$ cat config.mk
export PLATFORM = sky130hd
export DESIGN_NAME = mult_share_arbiter
export DESIGN_NICKNAME = d
export VERILOG_FILES = /design/src/rtl/mult_share_arbiter.sv
export SDC_FILE = /design/constraint.sdc
export NUM_CORES = 1
export LEC_CHECK = 0
export CELL_PAD_IN_SITES_DETAIL_PLACEMENT = 1
export CELL_PAD_IN_SITES_GLOBAL_PLACEMENT = 1
export CORE_ASPECT_RATIO = 0.7
export CORE_MARGIN = 1.5
export CORE_UTILIZATION = 37
export DETAILED_ROUTE_END_ITERATION = 10
export GPL_TIMING_DRIVEN = 0
export PLACE_DENSITY_LB_ADDON = 0.1
export REMOVE_ABC_BUFFERS = 1
export SLEW_MARGIN = 20
export SYNTH_ARGS = -nofsm -noshare
export SYNTH_HDL_FRONTEND = slang
export SYNTH_SLANG_ARGS = --single-unit
$ cat constraint.sdc
create_clock -name clk -period 3.1 [get_ports clk]
set_clock_uncertainty 0.1 [all_clocks]
set_input_delay 0.465 -clock clk [delete_from_list [all_inputs] [get_ports clk]]
set_output_delay 0.465 -clock clk [all_outputs]
set_load 0.02 [all_outputs]
$ cat src/rtl/mult_share_arbiter.sv
`default_nettype none
// ============================================================================
// Module   : mult_share_arbiter (with multiplier_csa)
// Purpose  : Round-robin sharing of one carry-save array multiplier between
//            two valid/ready requesters, with a registered valid/ready result.
// Revision : 1.0
// ============================================================================

module multiplier_csa #(
  parameter int N = 4
) (
  input  logic [N-1:0]   a,
  input  logic [N-1:0]   b,
  output logic [2*N-1:0] p
);

  // Each row folds one partial product into a redundant sum/carry pair; the
  // carry shifted out of the MSB is dropped because the exact product fits.
  for (genvar i = 0; i < N; i++) begin : g_row
    logic [2*N-1:0] w_pp;
    logic [2*N-1:0] w_sum;
    logic [2*N-1:0] w_carry;

    assign w_pp = b[i] ? ({{N{1'b0}}, a} << i) : '0;

    if (i == 0) begin : g_first
      assign w_sum   = w_pp;
      assign w_carry = '0;
    end else begin : g_acc
      assign w_sum   = g_row[i-1].w_sum ^ g_row[i-1].w_carry ^ w_pp;
      assign w_carry = ((g_row[i-1].w_sum & g_row[i-1].w_carry) |
                        (g_row[i-1].w_sum & w_pp) |
                        (g_row[i-1].w_carry & w_pp)) << 1;
    end
  end

  assign p = g_row[N-1].w_sum + g_row[N-1].w_carry;

endmodule

module mult_share_arbiter #(
  parameter int N = 4
) (
  input  logic           clk,
  input  logic           rst_n,
  input  logic           valid0,
  input  logic [N-1:0]   a0,
  input  logic [N-1:0]   b0,
  output logic           ready0,
  input  logic           valid1,
  input  logic [N-1:0]   a1,
  input  logic [N-1:0]   b1,
  output logic           ready1,
  output logic [2*N-1:0] result,
  output logic           result_id,
  output logic           result_valid,
  input  logic           result_ready
);

  typedef enum logic [1:0] {
    S_IDLE = 2'd0,
    S_MUL  = 2'd1,
    S_RESP = 2'd2
  } state_t;

  state_t         r_state;
  state_t         w_state_nxt;
  logic [N-1:0]   r_op_a;
  logic [N-1:0]   r_op_b;
  logic           r_op_id;
  logic           r_last;
  logic [2*N-1:0] r_result;
  logic           r_result_id;
  logic           r_result_valid;
  logic [2*N-1:0] w_product;
  logic           w_grant0;
  logic           w_grant1;
  logic           w_handoff;

  // On contention the requester that was not served last wins.
  assign w_grant0 = valid0 && (!valid1 || r_last);
  assign w_grant1 = valid1 && (!valid0 || !r_last);

  multiplier_csa #(.N(N)) u_mult (
    .a (r_op_a),
    .b (r_op_b),
    .p (w_product)
  );

  always_comb begin
    w_state_nxt = r_state;
    ready0      = 1'b0;
    ready1      = 1'b0;
    w_handoff   = 1'b0;
    case (r_state)
      S_IDLE: begin
        ready0 = w_grant0;
        ready1 = w_grant1;
        if (w_grant0 || w_grant1) begin
          w_state_nxt = S_MUL;
        end
      end
      S_MUL: begin
        w_state_nxt = S_RESP;
      end
      S_RESP: begin
        if (r_result_valid && result_ready) begin
          w_handoff   = 1'b1;
          w_state_nxt = S_IDLE;
        end
      end
      default: begin
        w_state_nxt = S_IDLE;
      end
    endcase
  end

  always_ff @(posedge clk or negedge rst_n) begin
    if (!rst_n) begin
      r_state <= S_IDLE;
    end else begin
      r_state <= w_state_nxt;
    end
  end

  always_ff @(posedge clk or negedge rst_n) begin
    if (!rst_n) begin
      r_op_a         <= '0;
      r_op_b         <= '0;
      r_op_id        <= 1'b0;
      r_last         <= 1'b1;
      r_result       <= '0;
      r_result_id    <= 1'b0;
      r_result_valid <= 1'b0;
    end else begin
      if (ready0) begin
        r_op_a  <= a0;
        r_op_b  <= b0;
        r_op_id <= 1'b0;
      end else if (ready1) begin
        r_op_a  <= a1;
        r_op_b  <= b1;
        r_op_id <= 1'b1;
      end
      if (r_state == S_MUL) begin
        r_result       <= w_product;
        r_result_id    <= r_op_id;
        r_result_valid <= 1'b1;
      end
      // Fairness pointer moves only when the consumer actually takes a result.
      if (w_handoff) begin
        r_result_valid <= 1'b0;
        r_last         <= r_result_id;
      end
    end
  end

  assign result       = r_result;
  assign result_id    = r_result_id;
  assign result_valid = r_result_valid;

endmodule

`default_nettype wire
* Yosys cells after proc, flatten, opt, wreduce, memory -nomap -nowiden
Cells that the tools add are included.
Storage, ports and cells: bits in registers 22, bits in latches 0, bits in writable memories 0, memory bits (read-only) 0, input port bits 21, memories 0
Operators by class: $add $sub $neg 1, multipliers 0, divide/modulo/power cells 0, $lt $le $gt $ge 0, eq/ne operators 4, shifts and indexed selects 0, mux-type cells 19, bitwise gates (word level) 16, reductions and logical operators 13
Operators with widths (count):
- $and A7 B7 Y7 | 6
- $or A7 B7 Y7 | 4
- $xor A8 B8 Y8 | 3
- $mux W4 | 5
- $add A8 B8 Y8 | 1
- $mux W1 | 8
- $xor A8 B6 Y8 | 1
- $mux W7 | 1
- $mux W6 | 1
- $pmux W2 S3 | 1
- $and A4 B5 Y5 | 1
- $mux W5 | 1
- $xor A4 B5 Y5 | 1
- $mux W2 | 2
- $ne A2 B2 Y1 const B | 2
- $reduce_bool A2 Y1 | 2
- $logic_and A1 B1 Y1 | 3
- $logic_not A1 Y1 | 3
- $logic_or A1 B1 Y1 | 3
- $eq A2 B1 Y1 const B | 1
- $eq A2 B2 Y1 const B | 1
- $logic_not A2 Y1 | 1
- $reduce_and A2 Y1 | 1

* Logic depth before layout (Yosys ltp)
Gate-level depths: netlist of the first run.
depth in word-level cells 9, gate-level depth with buffers 11

* Hierarchy
Synthesis of the first run repeated with hierarchy kept, for this count alone.
Second synthesis, totals: cell total of the unflattened synthesis 139, area total of the unflattened synthesis 1377.6 sq um
By module, submodules not included:
- mult_share_arbiter | times used 1, cells each 91, area each 1001.0 sq um
- multiplier_csa | times used 1, cells each 48, area each 376.6 sq um

* Least setup slack after synthesis of the first run
No wires, ideal clock.
path type reg-to-reg, from reg r_op_a[2], to reg r_result[6] (netlist: result[6]), arrival time 2642 ps, path slack 276 ps, stages on the path, launching flop included 12, path buffers 0, cell sequence dfrtp_1 -> and2_1 -> ha_1 -> inv_1 -> fa_1 -> fa_1 -> inv_1 -> ha_1 -> inv_1 -> fa_1 -> xor2_1 -> o21ai_0
Between the ends: word-level cells in the longest chain between the ends 9
RTL lines:
- from (decl) | RTL line 68 | logic [N-1:0] r_op_a;
- from (signal assigned) | RTL line 128 | r_op_a <= '0;
- from (signal assigned) | RTL line 137 | r_op_a <= a0;
- from (signal assigned) | RTL line 141 | r_op_a <= a1;
- $mux W4 / $mux W5 (equally long branches) | RTL line 24 | assign w_pp = b[i] ? ({{N{1'b0}}, a} << i) : '0;
- $xor A4 B5 Y5 / $and A4 B5 Y5 (equally long branches) | RTL line 30, 32
- $and A7 B7 Y7, on equally long branches | RTL line 31, 32
- $or A7 B7 Y7 | RTL line 31 | assign w_carry = ((g_row[i-1].w_sum & g_row[i-1].w_carry) |
- $or A7 B7 Y7 | RTL line 32 | (g_row[i-1].w_sum & w_pp) |
- $and A7 B7 Y7 | RTL line 31
- $or A7 B7 Y7 | RTL line 31
- $or A7 B7 Y7 | RTL line 32
- $add A8 B8 Y8 * | RTL line 37 | assign p = g_row[N-1].w_sum + g_row[N-1].w_carry;
- to (signal assigned) | RTL line 146 | r_result <= w_product;
- to (decl) | RTL line 72 | logic [2*N-1:0] r_result;
Every way passes the cells marked *; elsewhere a longest branch is shown, timed or not. A chain may end at the register's enable or synchronous reset.

* Worst setup path after layout of the first run
from reg r_op_b[1], to reg r_result[6] (netlist: result[6])
Between the ends: word-level cells in the longest chain between the ends 9
RTL lines:
- from (decl) | RTL line 69 | logic [N-1:0] r_op_b;
- from (signal assigned) | RTL line 129 | r_op_b <= '0;
- from (signal assigned) | RTL line 138 | r_op_b <= b0;
- from (signal assigned) | RTL line 142 | r_op_b <= b1;
- $mux W5 * | RTL line 24
- $xor A4 B5 Y5 / $and A4 B5 Y5 (equally long branches) | RTL line 30, 32
- $and A7 B7 Y7, on equally long branches | RTL line 31, 32
- $or A7 B7 Y7 | RTL line 31
- $or A7 B7 Y7 | RTL line 32
- $and A7 B7 Y7 | RTL line 31
- $or A7 B7 Y7 | RTL line 31
- $or A7 B7 Y7 | RTL line 32
- $add A8 B8 Y8 * | RTL line 37
Marks and branches as above.

==> flow_summary_export.csv, run 1 <==
group,metric,value,unit
cts,cts_buffers,3,
route,drt_wl_total,3220,microns
floorplan,die_area,4080,sq um
sta,max_slew.worst_pin.slew,0.671,ns
synth,yosysWarnings,0,
cts,cts_num_sinks,22,
finish,nNetsFinal,208,
setup_path,crit_start,"r_op_b[1]",
cts,clockRootBuffer,"clkbuf_8",
global_routing,antenna_found_initial,0,
global_routing,grtUsageTotal,17.4,%
finish,drive_above_1_share,9.25,%
setup_path,worst_path_max_delay_cell,"fa_1",
setup_path,endpoint_kind,"flop",
setup_path,start_kind,"flop",
synth,ys_seq_area_share,40.3,%
cts,h-tree-depth,1,
cts,clock_latency,0.26,ns
floorplan,coreArea,3540,sq um
synth,async_flop_share,100,%
global_routing,globalRouteOverflowTotal,0,
synth,yosys_most_used_dff,"dfrtp_1",
sta,whs,0.0674,ns
cts,clock_path_buffers,2,
setup_path,worstPathArrival,3.03,ns
setup_path,crit_path_end,"result[6]",
sta,min_period_over_period,97.1,%
route,drtPass1Iterations,4,
finish,antenna_cells,0,
finish,multi_input_area,686,sq um
setup_path,crit_cells,11,
global_routing,grt_start_max_net_pins,23,
floorplan,io_pins,33,
finish,ff_latch_area,552,sq um
floorplan,die-width,75.7,microns
sta,period_needed,3.01,ns
sta,slew_violations,0,
floorplan,initial_core_util,38.7,%
setup_path,cpPeakStageDelay,0.48,ns
synth,synth_edf_count,0,
finish,final_cell_mix,"clkdlybuf4s50_1 (31), inv_1 (22), dfrtp_1 (21), nand2_1 (17), o21ai_0 (12)",
setup_path,r2r_slack,0.09,ns
route,via_per_inst,4.95,
finish,syn_to_final_growth,28.9,%
synth,synth_cells,141,
setup_path,crit_chain,"and2_1 -> ha_1 -> inv_1 -> fa_1 -> fa_1 -> inv_1 -> ha_1 -> inv_1 -> fa_2 -> xor2_1 -> o21ai_1",
power_and_ir_drop,p_leak,0.784,nW
synth,ys_ff_latch,22,
global_routing,grt_pass1_wl,5210,microns
global_routing,grt_pass1_vias,1140,
run,cap_violations,0,
power_and_ir_drop,power.density,975,nW/um^2
cts,clkSlewWorstSetupHoldPaths,0.08,ns
sta,setup_viol,0,
route,num_vias,1103,
setup_path,crit_required,3.12,ns
finish,fin_cells,223,
synth,avgSynthCellArea,9.72,sq um
place,place_ws,0.00610,ns
sta,hold_viol_final,0,
setup_path,crit_path_frequent_cell,"inv_1",
place,gp_congestion,0.746,
place,numPortBuffers,32,
floorplan,die_y,53.9,microns
route,drt_iter0_drc,30,
route,drc,0,
finish,fillCellCount,411,
route,drtAntennaViolNets,0,
setup_path,r2r_cells,11,
place,place_hpwl,2410,microns
route,routedWlPerCell,14.5,microns
setup_path,worstReg2RegEnd,"result[6]",
setup_path,crit_type,"reg2reg",
place,placed_cells,216,
finish,fin_util,49.9,%
sta,fmax,332,MHz
setup_path,critical-path-top-delay-family,"adder cells",
cts,cts_tree,"built",
setup_path,path_buf_inv,3,
setup_path,r2r-start,"r_op_b[1]",
floorplan,rows,18,
finish,final_common_cell,"clkdlybuf4s50_1",
min_path,hold_class,"in2async",
power_and_ir_drop,peakVddDrop,0.366,mV
setup_path,critPathMaxFanout,5,
sta,fin_ws,0.0902,ns
outcome,outcome,"completed",
sta,slew_headroom,55.0,%
synth,ys_types,27,
synth,syn_area,1370,sq um
## Yosys cell counts, types with 2 or more instances
master	instances	share of area [%]
nand2_1	17	4.7
dfrtp_1	21	38
o311ai_1	8	5.1
nand2b_1	2	0.91
nand4_1	8	3.7
buf_2	3	1.1
ha_1	6	5.5
o21ai_0	13	4.7
fa_1	7	10
o21ai_1	3	1.1
and2_1	8	3.7
mux2_2	4	3.3
a21oi_1	2	0.73
buf_6	3	2.5
nor2_1	3	0.82
inv_1	22	6.0
## layer usage
metal	routed length, microns	track usage [%]	share of wire, %	vias to the layer above
met5	0	0	0	-
met4	17	2.68	0.53	0
met3	106	3.93	3.3	2
met2	1560	30.0	48	22
met1	1540	22.9	48	539
li1	-	-	-	540
## cell families (layout without fill, tap and decap cells)
family | Yosys count | count (layout) | synth area share [%]
adder cells (fa/ha/maj) | 13 | 13 | 15.7
XOR/XNOR | 1 | 1 | 0.639
buffers and inverters | 29 | 61 | 9.86
AND/OR/NAND/NOR | 44 | 44 | 17.5
multiplexers | 4 | 4 | 3.29
AO/OA/AOI/OAI | 28 | 28 | 12.7
flip-flops | 22 | 22 | 40.3
## layout make-up
type                            count  share of cell area (%)
Tap cell                           50                    3.54
Clock buffer                        4                    2.55
Inverter                           22                    4.68
Multi-Input combinational cell     90                    38.8
Sequential cell                    22                    31.3
Timing Repair Buffer               35                    19.1
## through the flow
step / setup TNS, ns / area (sq um) / total power [mW]
6_report: 0 / 1770 / 1.72
5_1_grt: -0.0166 / 1770 / 1.89
4_1_cts: 0 / 1750 / 1.72
3_5_place_dp: 0 / 1700 / 1.51
3_3_place_gp: 0 / 1700 / 1.47
2_1_floorplan: 0 / 1320 / 1.16
## worst register-to-register path: stages, from the launching register on
cell and delay, ns:
dfrtp_1 0.43, and2_1 0.18, ha_1 0.28, inv_1 0.05, fa_1 0.48, fa_1 0.43, inv_1 0.06, ha_1 0.17
inv_1 0.06, fa_2 0.34, xor2_1 0.20, o21ai_1 0.09
## registers in the layout (all words and copies together) (netlist names)
signal	flops
result_valid	1
r_state	2
r_op_b	4
result	8
result_id	1
r_op_a	4
r_op_id	1
r_last	1
## what timing repair did
item	CTS	global route
setup endpoints to repair	1	1
pin swaps	1	2
hold buffers	0	0
gates resized for setup	0	2
setup buffers	1	2
## how the worst min path moves through the flow
| stage | slack, ns | end | cells after the start | start |
|---|---|---|---|---|
| 6_report | 0.07 | r_state[1] | 1 | rst_n |
| 5_1_grt | 0.10 | r_state[1] | 1 | rst_n |
| 3_5_place_dp | 0.37 | result[2] | 2 | result[2] |
| 3_3_place_gp | 0.36 | result[0] | 2 | result[0] |
| 2_1_floorplan | 0.07 | r_op_a[0] | 0 | rst_n |
| 4_1_cts | 0.39 | result[2] | 2 | result[2] |
## where the power goes
part | total (mW) | switching [mW] | internal [mW]
combinational | 0.977 | 0.525 | 0.453
clock | 0.184 | 0.0921 | 0.0916
sequential | 0.560 | 0.129 | 0.431
total | 1.72 | 0.746 | 0.975
(Power assumes the default switching activity.)
==> run 2, diff against run 1 <==
--- a/config.mk
+++ b/config.mk
@@ -10,6 +10,7 @@
 export CORE_ASPECT_RATIO = 0.7
 export CORE_MARGIN = 1.5
 export CORE_UTILIZATION = 37
+export CTS_CLUSTER_SIZE = 25
 export DETAILED_ROUTE_END_ITERATION = 10
 export GPL_TIMING_DRIVEN = 0
 export PLACE_DENSITY_LB_ADDON = 0.1
==> constraint.sdc (replaced) <==
create_clock -name clk -period 2.9 [get_ports clk]
set_clock_uncertainty 0.1 [all_clocks]
set_input_delay 0.435 -clock clk [delete_from_list [all_inputs] [get_ports clk]]
set_output_delay 0.435 -clock clk [all_outputs]
set_load 0.02 [all_outputs]
==> run 2 against run 1 <==
Core utilization rose by 2.3 points. Register-to-register slack improved by 0.02 ns. Routed wire length is 3.0% higher. Global-route usage increased by 0.84 points. Critical path depth unchanged. Non-clock buffer count rose by 5. Critical path type unchanged. Clock-buffer cell count stayed put.
==> flow_summary_export.csv, run 2 (same netlist as run 1, synthesis figures left out) <==
group,metric,value,unit
sta,setup_viol,0,
floorplan,coreArea,3540,sq um
sta,hold_viol_final,0,
finish,largest_reg_flops,8,
finish,antenna_cells,0,
finish,fillCellCount,404,
cts,cts_num_sinks,22,
cts,cts_tree,"built",
min_path,hold_class,"in2async",
route,via_per_inst,4.93,
cts,clock_path_buffers,2,
place,gp_congestion,0.746,
setup_path,crit_type,"reg2reg",
power_and_ir_drop,p_leak,0.811,nW
global_routing,grt_pass1_wl,5460,microns
sta,max_slew.worst_pin.slew,0.699,ns
setup_path,crit_required,2.92,ns
cts,clockRootBuffer,"clkbuf_8",
cts,h-tree-depth,1,
outcome,outcome,"completed",
finish,final_common_cell,"clkdlybuf4s50_1",
sta,min_period_over_period,96.3,%
sta,fmax,358,MHz
place,place_hpwl,2410,microns
floorplan,die_area,4080,sq um
floorplan,die_y,53.9,microns
global_routing,grt_pass1_vias,1190,
setup_path,critPathMaxFanout,3,
floorplan,rows,18,
sta,slew_headroom,53.1,%
finish,drive_above_1_share,18.0,%
sta,whs,0.0388,ns
route,drtAntennaViolNets,0,
finish,syn_to_final_growth,34.9,%
global_routing,antenna_found_initial,0,
sta,period_needed,2.79,ns
route,num_vias,1125,
run,cap_violations,0,
global_routing,grt_start_max_net_pins,23,
floorplan,io_pins,33,
cts,cts_buffers,3,
setup_path,endpoint_kind,"flop",
cts,clkSlewWorstSetupHoldPaths,0.08,ns
route,drtPass1Iterations,4,
floorplan,initial_core_util,38.7,%
sta,slew_violations,0,
cts,clock_latency,0.26,ns
route,routedWlPerCell,14.6,microns
place,numPortBuffers,32,
finish,fin_util,52.3,%
cts,cts_hold_buf,0,
route,drt_wl_total,3320,microns
global_routing,grtUsageTotal,18.2,%
power_and_ir_drop,peakVddDrop,0.442,mV
route,drc,0,
power_and_ir_drop,power.density,1070,nW/um^2
setup_path,worstPathArrival,2.81,ns
global_routing,globalRouteOverflowTotal,0,
finish,final_cell_mix,"clkdlybuf4s50_1 (31), dfrtp_1 (21), inv_1 (19), nand2_1 (16), o21ai_0 (12)",
finish,nNetsFinal,213,
setup_path,start_kind,"flop",
route,drt_iter0_drc,20,
floorplan,die-width,75.7,microns
-- run 2: changes by cell type in the layout (fill, tap and decap cells not counted), sizes merged --
| cell | before | now |
|---|---|---|
| buf | 4 | 9 |
-- run 2: stage by stage --
step                      instances  setup slack, ns  instance area (sq um)  TNS, ns  total power [mW]
final                           228            0.109                   1850        0              1.98
after global routing            228          -0.0284                   1850  -0.0284              2.19
after CTS                       226          0.00766                   1800        0              1.90
after detailed placement        216           -0.194                   1700   -0.213              1.62
after global placement          216           -0.105                   1700   -0.105              1.57
after floorplan                 134           0.0729                   1320        0              1.24
-- run 2: final timing paths --
kind                           start      endpoint  slack (ns)  cells past startpoint
setup / recovery           r_op_b[0]     result[6]        0.11                     11
hold reg to reg            result[2]     result[2]        0.38                      2
hold / removal                 rst_n  result_valid        0.04                      1
min in group clk           result[2]     result[2]        0.38                      2
max in group asynchronous      rst_n        r_last        2.29                      1
setup reg to reg           r_op_b[0]     result[6]        0.11                     11
-- run 2: area by class of cell --
class	count	area, sq um	share of cell area, %
Timing Repair Buffer	40	375	20.3
Sequential cell	22	552	29.9
Multi-Input combinational cell	90	731	39.5
Tap cell	50	62.6	3.39
Inverter	22	82.6	4.47
Clock buffer	4	45.0	2.44
-- run 2: where the power goes --
group          internal (mW)  switching, mW  total [mW]
Sequential             0.461          0.127       0.588
Combinational          0.580          0.616        1.20
Clock                 0.0980         0.0998       0.198
-- run 2: what timing repair did --
item                                    in CTS  in global routing
setup buffers                                6                  3
endpoints found under the hold margin        0                  0
endpoints found under the setup margin       2                  2
pin swaps                                    7                  9
gates resized for setup                      5                  9
gates cloned                                 0                  0
-- run 2: critical path: stages (launching register included) --
cell and delay, ns:
dfrtp_1 0.40, and2_4 0.17, ha_4 0.11, inv_1 0.04, fa_1 0.47, inv_1 0.05, fa_1 0.54, ha_4 0.14
inv_2 0.03, fa_2 0.35, xor2_2 0.15, o21ai_1 0.08
-- run 2: layer usage --
metal | vias to the layer above | wire length [microns] | track usage [%]
li1 | 546 | - | -
met1 | 553 | 1550 | 23.6
met2 | 22 | 1620 | 32.2
met3 | 4 | 108 | 3.93
met4 | 0 | 38 | 2.68
met5 | - | 0 | 0
